--- config.mk ---
export PLATFORM = sky130hd
export DESIGN_NAME = y86_seq_controller
export DESIGN_NICKNAME = d
export VERILOG_FILES = /design/src/rtl/y86_seq_controller.sv
export SDC_FILE = /design/constraint.sdc
export NUM_CORES = 1
export LEC_CHECK = 0
export BUFFER_PORTS_ARGS = -buffer_cell sky130_fd_sc_hd__buf_2
export CAP_MARGIN = 25
export CORE_UTILIZATION = 35
export CTS_CLUSTER_SIZE = 30
export DETAILED_ROUTE_END_ITERATION = 6
export GPL_ROUTABILITY_DRIVEN = 0
export MAX_ROUTING_LAYER = met4
export PLACE_DENSITY = 0.64
export SETUP_SLACK_MARGIN = 0.5
export SLEW_MARGIN = 0
export SYNTH_ARGS = -nofsm -noshare
export SYNTH_HDL_FRONTEND = slang
export SYNTH_SLANG_ARGS = --single-unit
export TNS_END_PERCENT = 1
--- constraint.sdc ---
create_clock -name clk -period 5.01 [get_ports clk]
set_input_delay 1.002 -clock clk [delete_from_list [all_inputs] [get_ports clk]]
set_output_delay 1.002 -clock clk [all_outputs]
set_load 0.05 [all_outputs]
--- src/rtl/y86_seq_controller.sv ---
// Multi-cycle sequencer for the Y86 SEQ datapath: steps each instruction through
// Fetch/Decode/Execute/Memory/Writeback/PC-update and owns PC, Stat and the retire count.
module y86_seq_controller #(
  parameter logic [63:0] RESET_PC = 64'd0,
  parameter int          CNT_W    = 32
) (
  input  logic             clk,
  input  logic             rst,
  input  logic             start,
  input  logic [3:0]       icode,
  input  logic [63:0]      valc,
  input  logic [63:0]      valp,
  input  logic             instr_valid,
  input  logic             imem_error,
  input  logic             cnd,
  input  logic [63:0]      valm,
  input  logic             dmem_error,
  output logic [63:0]      pc,
  output logic             fetch_en,
  output logic             decode_en,
  output logic             execute_en,
  output logic             memory_en,
  output logic             wb_en,
  output logic [2:0]       stat,
  output logic             busy,
  output logic             halted,
  output logic [CNT_W-1:0] instr_count
);

  typedef enum logic [2:0] {
    S_IDLE, S_FETCH, S_DECODE, S_EXECUTE, S_MEMORY, S_WRITEBACK, S_PCUPD, S_HALTED
  } state_t;

  localparam logic [2:0] STAT_AOK = 3'd1;
  localparam logic [2:0] STAT_HLT = 3'd2;
  localparam logic [2:0] STAT_ADR = 3'd3;
  localparam logic [2:0] STAT_INS = 3'd4;

  localparam logic [3:0] IC_HALT = 4'h0;
  localparam logic [3:0] IC_JXX  = 4'h7;
  localparam logic [3:0] IC_CALL = 4'h8;
  localparam logic [3:0] IC_RET  = 4'h9;

  // state_q is the FSM state; probe it hierarchically when binding checkers.
  state_t           state_q, state_d;
  logic [63:0]      pc_q, pc_d;
  logic [2:0]       stat_q, stat_d;
  logic [CNT_W-1:0] cnt_q, cnt_d;
  logic [3:0]       icode_q, icode_d;
  logic [63:0]      valc_q, valc_d;
  logic [63:0]      valp_q, valp_d;
  logic             cnd_q, cnd_d;
  logic [63:0]      valm_q, valm_d;
  logic [63:0]      next_pc;

  always_ff @(posedge clk) begin
    if (rst) begin
      state_q <= S_IDLE;
      pc_q    <= RESET_PC;
      stat_q  <= STAT_AOK;
      cnt_q   <= '0;
      icode_q <= '0;
      valc_q  <= '0;
      valp_q  <= '0;
      cnd_q   <= 1'b0;
      valm_q  <= '0;
    end else begin
      state_q <= state_d;
      pc_q    <= pc_d;
      stat_q  <= stat_d;
      cnt_q   <= cnt_d;
      icode_q <= icode_d;
      valc_q  <= valc_d;
      valp_q  <= valp_d;
      cnd_q   <= cnd_d;
      valm_q  <= valm_d;
    end
  end

  always_comb begin
    next_pc = valp_q;
    case (icode_q)
      IC_CALL: next_pc = valc_q;
      IC_JXX:  next_pc = cnd_q ? valc_q : valp_q;
      IC_RET:  next_pc = valm_q;
      default: next_pc = valp_q;
    endcase
  end

  // Datapath inputs are sampled only at the posedge that ends the stage that owns them;
  // outside those stages they are ignored, so there is no backpressure.
  always_comb begin
    state_d    = state_q;
    pc_d       = pc_q;
    stat_d     = stat_q;
    cnt_d      = cnt_q;
    icode_d    = icode_q;
    valc_d     = valc_q;
    valp_d     = valp_q;
    cnd_d      = cnd_q;
    valm_d     = valm_q;
    fetch_en   = 1'b0;
    decode_en  = 1'b0;
    execute_en = 1'b0;
    memory_en  = 1'b0;
    wb_en      = 1'b0;
    case (state_q)
      S_IDLE: begin
        if (start) begin
          state_d = S_FETCH;
          pc_d    = RESET_PC;
          stat_d  = STAT_AOK;
        end
      end
      S_FETCH: begin
        fetch_en = 1'b1;
        icode_d  = icode;
        valc_d   = valc;
        valp_d   = valp;
        // Faults leave pc at the faulting instruction's address.
        if (imem_error) begin
          stat_d  = STAT_ADR;
          state_d = S_HALTED;
        end else if (!instr_valid) begin
          stat_d  = STAT_INS;
          state_d = S_HALTED;
        end else if (icode == IC_HALT) begin
          stat_d  = STAT_HLT;
          state_d = S_HALTED;
        end else begin
          state_d = S_DECODE;
        end
      end
      S_DECODE: begin
        decode_en = 1'b1;
        state_d   = S_EXECUTE;
      end
      S_EXECUTE: begin
        execute_en = 1'b1;
        cnd_d      = cnd;
        state_d    = S_MEMORY;
      end
      S_MEMORY: begin
        memory_en = 1'b1;
        valm_d    = valm;
        if (dmem_error) begin
          stat_d  = STAT_ADR;
          state_d = S_HALTED;
        end else begin
          state_d = S_WRITEBACK;
        end
      end
      S_WRITEBACK: begin
        wb_en   = 1'b1;
        state_d = S_PCUPD;
      end
      S_PCUPD: begin
        pc_d    = next_pc;
        cnt_d   = cnt_q + CNT_W'(1);
        state_d = S_FETCH;
      end
      S_HALTED: state_d = S_HALTED;
      default:  state_d = S_IDLE;
    endcase
  end

  assign pc          = pc_q;
  assign stat        = stat_q;
  assign instr_count = cnt_q;
  assign busy        = (state_q != S_IDLE) && (state_q != S_HALTED);
  assign halted      = (state_q == S_HALTED);

endmodule

After elaboration in Yosys (flattened, before gate mapping)
Cells that the tools add are included.
{ "classes": {"addsub": 1, "eq_ne": 14, "mux": 20, "n_reduce_logical": 8} }
{ "ops": {"columns": ["cell", "count"], "rows": [
  ["$pmux W64 S3", 1],
  ["$mux W64", 2],
  ["$pmux W64 S2", 1],
  ["$add A32 B1 Y32 const B", 1],
  ["$mux W3", 8],
  ["$pmux W3 S8", 1],
  ["$eq A3 B3 Y1 const B", 4],
  ["$pmux W3 S3", 1],
  ["$eq A4 B4 Y1 const B", 2],
  ["$eq A3 B2 Y1 const B", 2],
  ["$reduce_bool A3 Y1", 2],
  ["$mux W1", 5],
  ["$eq A4 B3 Y1 const B", 1],
  ["$logic_not A4 Y1", 1],
  ["$ne A2 B2 Y1 const B", 2],
  ["$ne A4 B4 Y1 const B", 1],
  ["$reduce_and A4 Y1", 1],
  ["$eq A3 B1 Y1 const B", 1],
  ["$logic_not A3 Y1", 1],
  ["$ne A3 B3 Y1 const B", 1],
  ["$mux W2", 1],
  ["$reduce_and A2 Y1", 1],
  ["$reduce_bool A2 Y1", 1],
  ["$logic_and A1 B1 Y1", 1]
]} }
{ "totals": {"register_bits": 299, "out_inout_bits": 106, "wordCells": 52} }

Depth between registers and ports, before layout
Gate-level depths: netlist of run 1.
{ "logic_depth": {"depth_word": 5, "ltp_mapped": 8, "ltp_nobuf": 5} }

Least setup slack after synthesis of run 1
Ideal clock, no wire load.
{ "synth_path": {"path_kind": "register to output", "from": "reg state_q[2]", "to": "out fetch_en", "t_arrival_ps": 1799, "setup_slack_ps": 2209, "path_stages_with_launch": 6, "n_path_buf": 3, "path_cell_list": "dfxtp_1 > buf_2 > or3b_2 > clkbuf_1 > inv_2 > clkbuf_1"} }
{ "synth_between": {"elab_chain_len": 2} }
{ "synth_lines": {"columns": ["item", "line", "source"], "rows": [
  ["start: declaration", "45", "state_t state_q, state_d;"],
  ["start signal: assignment", "68", "state_q <= state_d;"],
  ["$eq A3 B1 Y1", "107", "case (state_q)"],
  ["$mux W1", "107", null],
  ["end: declaration", "19", "output logic fetch_en,"]
]} }
Every way passes these cells.

Worst setup path in the final report of run 1
{ "layout_path": {"from": "reg state_q[0]", "to": "out fetch_en"} }
Same word-level chain as after synthesis.

==> results of run 1 <==
## through the flow
step                      instances  setup WS, ns
after detailed placement       2095          1.52
after global routing           2159          1.45
after floorplan                1443          2.21
after global placement         2094          1.58
final                          2160          1.58
after CTS                      2151          1.51
## final timing paths
| kind | startpoint | end |
|---|---|---|
| setup / recovery | state_q[0] | fetch_en |
| hold / removal | valp_q[37] | valp_q[37] |
| setup reg to reg | state_q[2] | stat[2] |
| hold reg to reg | valp_q[37] | valp_q[37] |
## area by class of cell
| cell class | count | area [µm²] |
|---|---|---|
| multi-input cells | 955 | 4890 |
| clock buffers | 40 | 880 |
| fillers | 3375 | 18000 |
| repair buffers | 325 | 1720 |
| clock inverters | 16 | 195 |
| diodes | 8 | 20.0 |
| flip-flops and latches | 299 | 5990 |
| well taps | 442 | 553 |
| inverters | 75 | 284 |
## Yosys cell counts, drive strengths merged, types with 2 or more instances
master,instances
nor2,15
nor3,6
nor3b,3
xnor2,3
o31ai,15
and4b,2
mux2,2
and3,4
clkbuf,93
or3,8
nor4,2
nand3b,2
nand2b,3
a22oi,63
nand2,464
mux2i,2
a211oi,3
buf,21
inv,75
nand4,7
and4,2
a21oi,225
nor2b,4
nand3,9
dfxtp,299
o21ai,10
or4,19
xor2,4
o221ai,63
and2,2
## worst max-delay path, cell delays in order, from the launching register on
cell and delay [ns]:
dfxtp_1 0.67, or3b_4 0.47, inv_4 0.37, buf_2 0.35
## registers in the layout, summed over array words and instances, names as in the netlist
| signal | count |
|---|---|
| state_q | 3 |
| valc_q | 64 |
| valm_q | 64 |
| cnd_q | 1 |
| pc | 64 |
| icode_q | 4 |
| instr_count | 32 |
| stat | 3 |
| valp_q | 64 |
## kinds of logic after synthesis
| group | count (synthesis) | synth area share, % |
|---|---|---|
| XOR/XNOR | 7 | 0.530 |
| AND/OR/NAND/NOR | 555 | 20.0 |
| buffers and inverters | 189 | 6.29 |
| flip-flops | 299 | 51.8 |
| AO/OA/AOI/OAI | 388 | 20.9 |
| adder cells (fa/ha/maj) | 1 | 0.108 |
| multiplexers | 4 | 0.368 |
## report_power, final
group	internal [mW]	leakage (nW)	switching (mW)
Clock	1.44	0.544	0.973
Combinational	0.241	2.58	0.542
Sequential	2.55	2.43	0.103
Total	4.23	5.55	1.62
## routing by layer
layer,global-route usage (%),vias to the layer above
met2,35.0,364
met3,2.81,57
li1,-,5404
met1,26.9,5191
met5,-,-
met4,6.53,0
==> flow_summary.json, run 1 <==
{
  "status": "completed",
  "total_power_mw": 5.85,
  "drtIter0Drc": 692,
  "syn_inst": 1443,
  "cp_max_fo": 42,
  "final_common_cell": "nand2_1",
  "netlist_area_um2": 11600,
  "io_buffers": 308,
  "dp_hpwl_um": 22300,
  "synth.yosys.seq_area_share_pct": 51.8,
  "hold_depth": 2,
  "cts_tree": "done",
  "skew_ns": 0.00827,
  "min_period_ns": 3.43,
  "synth_warnings": 0,
  "period_share_pct": 68.4,
  "hp-class": "reg2reg",
  "fin_util_pct": 44.7,
  "wl_met1_um": 16000,
  "drc": 0,
  "num_vias": 11000,
  "ys_ff_latch": 299,
  "clk_path_buf_depth": 3,
  "gr-total-overflow": 0,
  "numCtsBuffers": 31,
  "synth_top_area_share_pct": 51.8,
  "clk_latency_ns": 0.57,
  "place_area_um2": 13400,
  "grt_pass1_wl_um": 55600,
  "die_w_um": 184,
  "async_flop_share_pct": 0,
  "cts.sinks": 299,
  "ant_nets": 0,
  "antenna_found_initial": 7,
  "startpoint_type": "flip-flop",
  "ir_drop_mv": 0.254,
  "synth_cell_types": 47,
  "synth_largest_area_cell": "dfxtp_1",
  "end_kind": "output port",
  "core_um2": 32500,
  "worst_slew_pin_slew_ns": 0.975,
  "criticalPathCategory": "reg2out",
  "r2r_cells": 6,
  "arrival_ns": 2.43,
  "area_growth_syn_to_layout_pct": 25.7,
  "post_cts_buffers": 0,
  "fmax_mhz": 292,
  "die_h_um": 184,
  "dieArea_um2": 33800,
  "grt_util_all_layers_pct": 21.2,
  "reg2reg_slack_ns": 1.89,
  "synthTopCellsByArea": "dfxtp_1, nand2_1, a21oi_1, o221ai_1, a22oi_1",
  "setup_violations": 0,
  "wirelength_um": 36100,
  "grt_pass1_vias": 10400,
  "cts-root-buf": "clkbuf_16",
  "rsz0062_at_grt": "false",
  "max_cap_violations": 0,
  "via_per_inst": 5.10,
  "final_area_um2": 14500,
  "initial_utilization_pct": 35.5,
  "relSlewSlack_pct": 35.0,
  "top_layer": "met4",
  "row_count": 66,
  "required_ns": 4.01,
  "first_pass_iters": 5,
  "synth_edf_count": 0,
  "grt_max_degree": 95,
  "p_per_area_nw_per_um2": 402,
  "synthFlopType": "dfxtp_1",
  "leakage_nw": 5.55,
  "final.setup.tns_ns": 0,
  "path_clk_slew_ns": 0.06,
  "syn_nets": 1647,
  "synth_area_per_cell_um2": 8.01,
  "wl_met2_um": 17000,
  "fin_nets": 1891,
  "htreeDepth": 1,
  "drive_gt1_share_pct": 22.9,
  "slew_viol_final": 0,
  "final_cell_mix": "nand2_1, buf_2, dfxtp_1",
  "boundaryPins": 309,
  "wl_per_cell_um": 16.7,
  "holdBufCountCts": 0,
  "holdWs_ns": 0.453,
  "wl_met3_um": 2080,
  "final_hold_viol_count": 0,
  "post_cts_resized": 0
}
No activity file was read; power rests on OpenSTA's default activity.
==> inputs of run 2 (changes only) <==
==> constraint.sdc (replaced) <==
create_clock -name clk -period 3.36 [get_ports clk]
set_input_delay 0.672 -clock clk [delete_from_list [all_inputs] [get_ports clk]]
set_output_delay 0.672 -clock clk [all_outputs]
set_load 0.05 [all_outputs]
==> flow_summary.json, run 2 (same netlist as run 1, synthesis figures left out) <==
{
  "relSlewSlack_pct": -6.20,
  "hold_depth": 3,
  "slew_viol_final": 95,
  "required_ns": 2.69,
  "startpoint": "state_q[2]",
  "leakage_nw": 5.55,
  "via_per_inst": 5.12,
  "setup_violations": 0,
  "multi_input_area_um2": 4890,
  "grt_pass1_wl_um": 54700,
  "cts.sinks": 299,
  "place_area_um2": 13400,
  "cp_top_family": "buffers and inverters",
  "holdBufCountCts": 0,
  "startpoint_type": "flip-flop",
  "slowest_delay_ns": 0.51,
  "hp-class": "in2reg",
  "num_vias": 11000,
  "die_w_um": 184,
  "die_h_um": 184,
  "end_kind": "output port",
  "fmax_mhz": 365,
  "dieArea_um2": 33800,
  "placed_cells": 2091,
  "failed_checks": "slew limit",
  "cp_max_fo": 24,
  "post_cts_buffers": 0,
  "regArea_um2": 5990,
  "clk_path_buf_depth": 3,
  "row_count": 66,
  "final_cell_mix": "nand2_1, buf_2, dfxtp_1",
  "ant_nets": 0,
  "grt_pass1_vias": 10300,
  "hp-start": "valp[38]",
  "arrival_ns": 2.07,
  "grt_max_degree": 238,
  "area_growth_syn_to_layout_pct": 26.1,
  "dp_hpwl_um": 20900,
  "final_common_cell": "nand2_1",
  "final.setup.tns_ns": 0,
  "skew_ns": 0.0171,
  "cts-root-buf": "clkbuf_16",
  "ir_drop_mv": 0.332,
  "drtIter0Drc": 739,
  "max_cap_violations": 0,
  "period_share_pct": 81.5,
  "rsz0062_at_grt": "false",
  "crit_chain": "or3b_4 -> inv_4 -> buf_2",
  "p_per_area_nw_per_um2": 601,
  "final_cells": 2156,
  "clk_latency_ns": 0.51,
  "core_um2": 32500,
  "criticalPathCategory": "reg2out",
  "status": "complete, but fails checks",
  "final_hold_viol_count": 0,
  "cts_tree": "done",
  "drive_gt1_share_pct": 22.6,
  "crit_slowest_cell": "or3b_4",
  "holdWs_ns": 0.397,
  "io_buffers": 308,
  "initial_utilization_pct": 35.5,
  "first_pass_iters": 5,
  "drc": 0,
  "fillCellCount": 3281,
  "final_area_um2": 14600,
  "grt_util_all_layers_pct": 20.9,
  "wl_per_cell_um": 16.5,
  "r2r-start": "state_q[2]",
  "worst_slew_pin_slew_ns": 1.59,
  "path_clk_slew_ns": 0.06,
  "path_buf_inv": 2,
  "htreeDepth": 2,
  "boundaryPins": 309,
  "r2r_cells": 5,
  "fin_nets": 1890,
  "wirelength_um": 35500,
  "min_period_ns": 2.74,
  "antenna_found_initial": 5,
  "gr-total-overflow": 0,
  "cp.depth": 3,
  "numCtsBuffers": 35,
  "fin_util_pct": 44.8
}
-- run 2: cell types whose count changed in the layout (fill, tap and decap cells not counted), sizes merged --
cell    before  now
clkinv      11    4
buf        325  320
bufinv       4    0
clkbuf      40   55
diode        8    5
-- run 2: through the flow --
step / setup slack (ns) / total power [mW]
6_report: 0.621 / 8.77
5_1_grt: 0.506 / 9.16
4_1_cts: 0.587 / 8.87
3_5_place_dp: 0.872 / 5.20
3_3_place_gp: 0.919 / 5.18
2_1_floorplan: 0.889 / 4.75
-- run 2: what timing repair did --
action	4_1_cts	5_1_grt
hold endpoints to repair	0	0
resized for setup	1	0
setup endpoints to repair	1	0
-- run 2: layout make-up --
type	instances	area share [%]
Antenna cell	5	0.0858
Clock buffer	55	7.42
Inverter	75	1.95
Timing Repair Buffer	320	11.8
Tap cell	442	3.79
Multi-Input combinational cell	955	33.6
Sequential cell	299	41.1
Clock inverter	5	0.275
-- run 2: path summary, 6_finish.rpt --
kind	to	slack [ns]
max	fetch_en	0.62
min	valp_q[38]	0.40
max reg2reg	instr_count[25]	0.80
min reg2reg	valc_q[21]	0.45
-- run 2: where the power goes --
group / total, mW / switching, mW / internal, mW
clock network: 3.65 / 1.45 / 2.21
registers: 3.95 / 0.151 / 3.80
logic: 1.16 / 0.801 / 0.359
total: 8.77 / 2.40 / 6.37
-- run 2: layer usage --
metal	track usage (%)	share of wire, %
met1	26.8	44
met3	3.55	6.6
met4	6.60	2.0
met2	33.5	47
met5	-	0
-- run 2: tightest hold or removal path: stages --
cell	delay [ns]
buf_2	0.09
nand2_1	0.04
a21oi_1	0.05
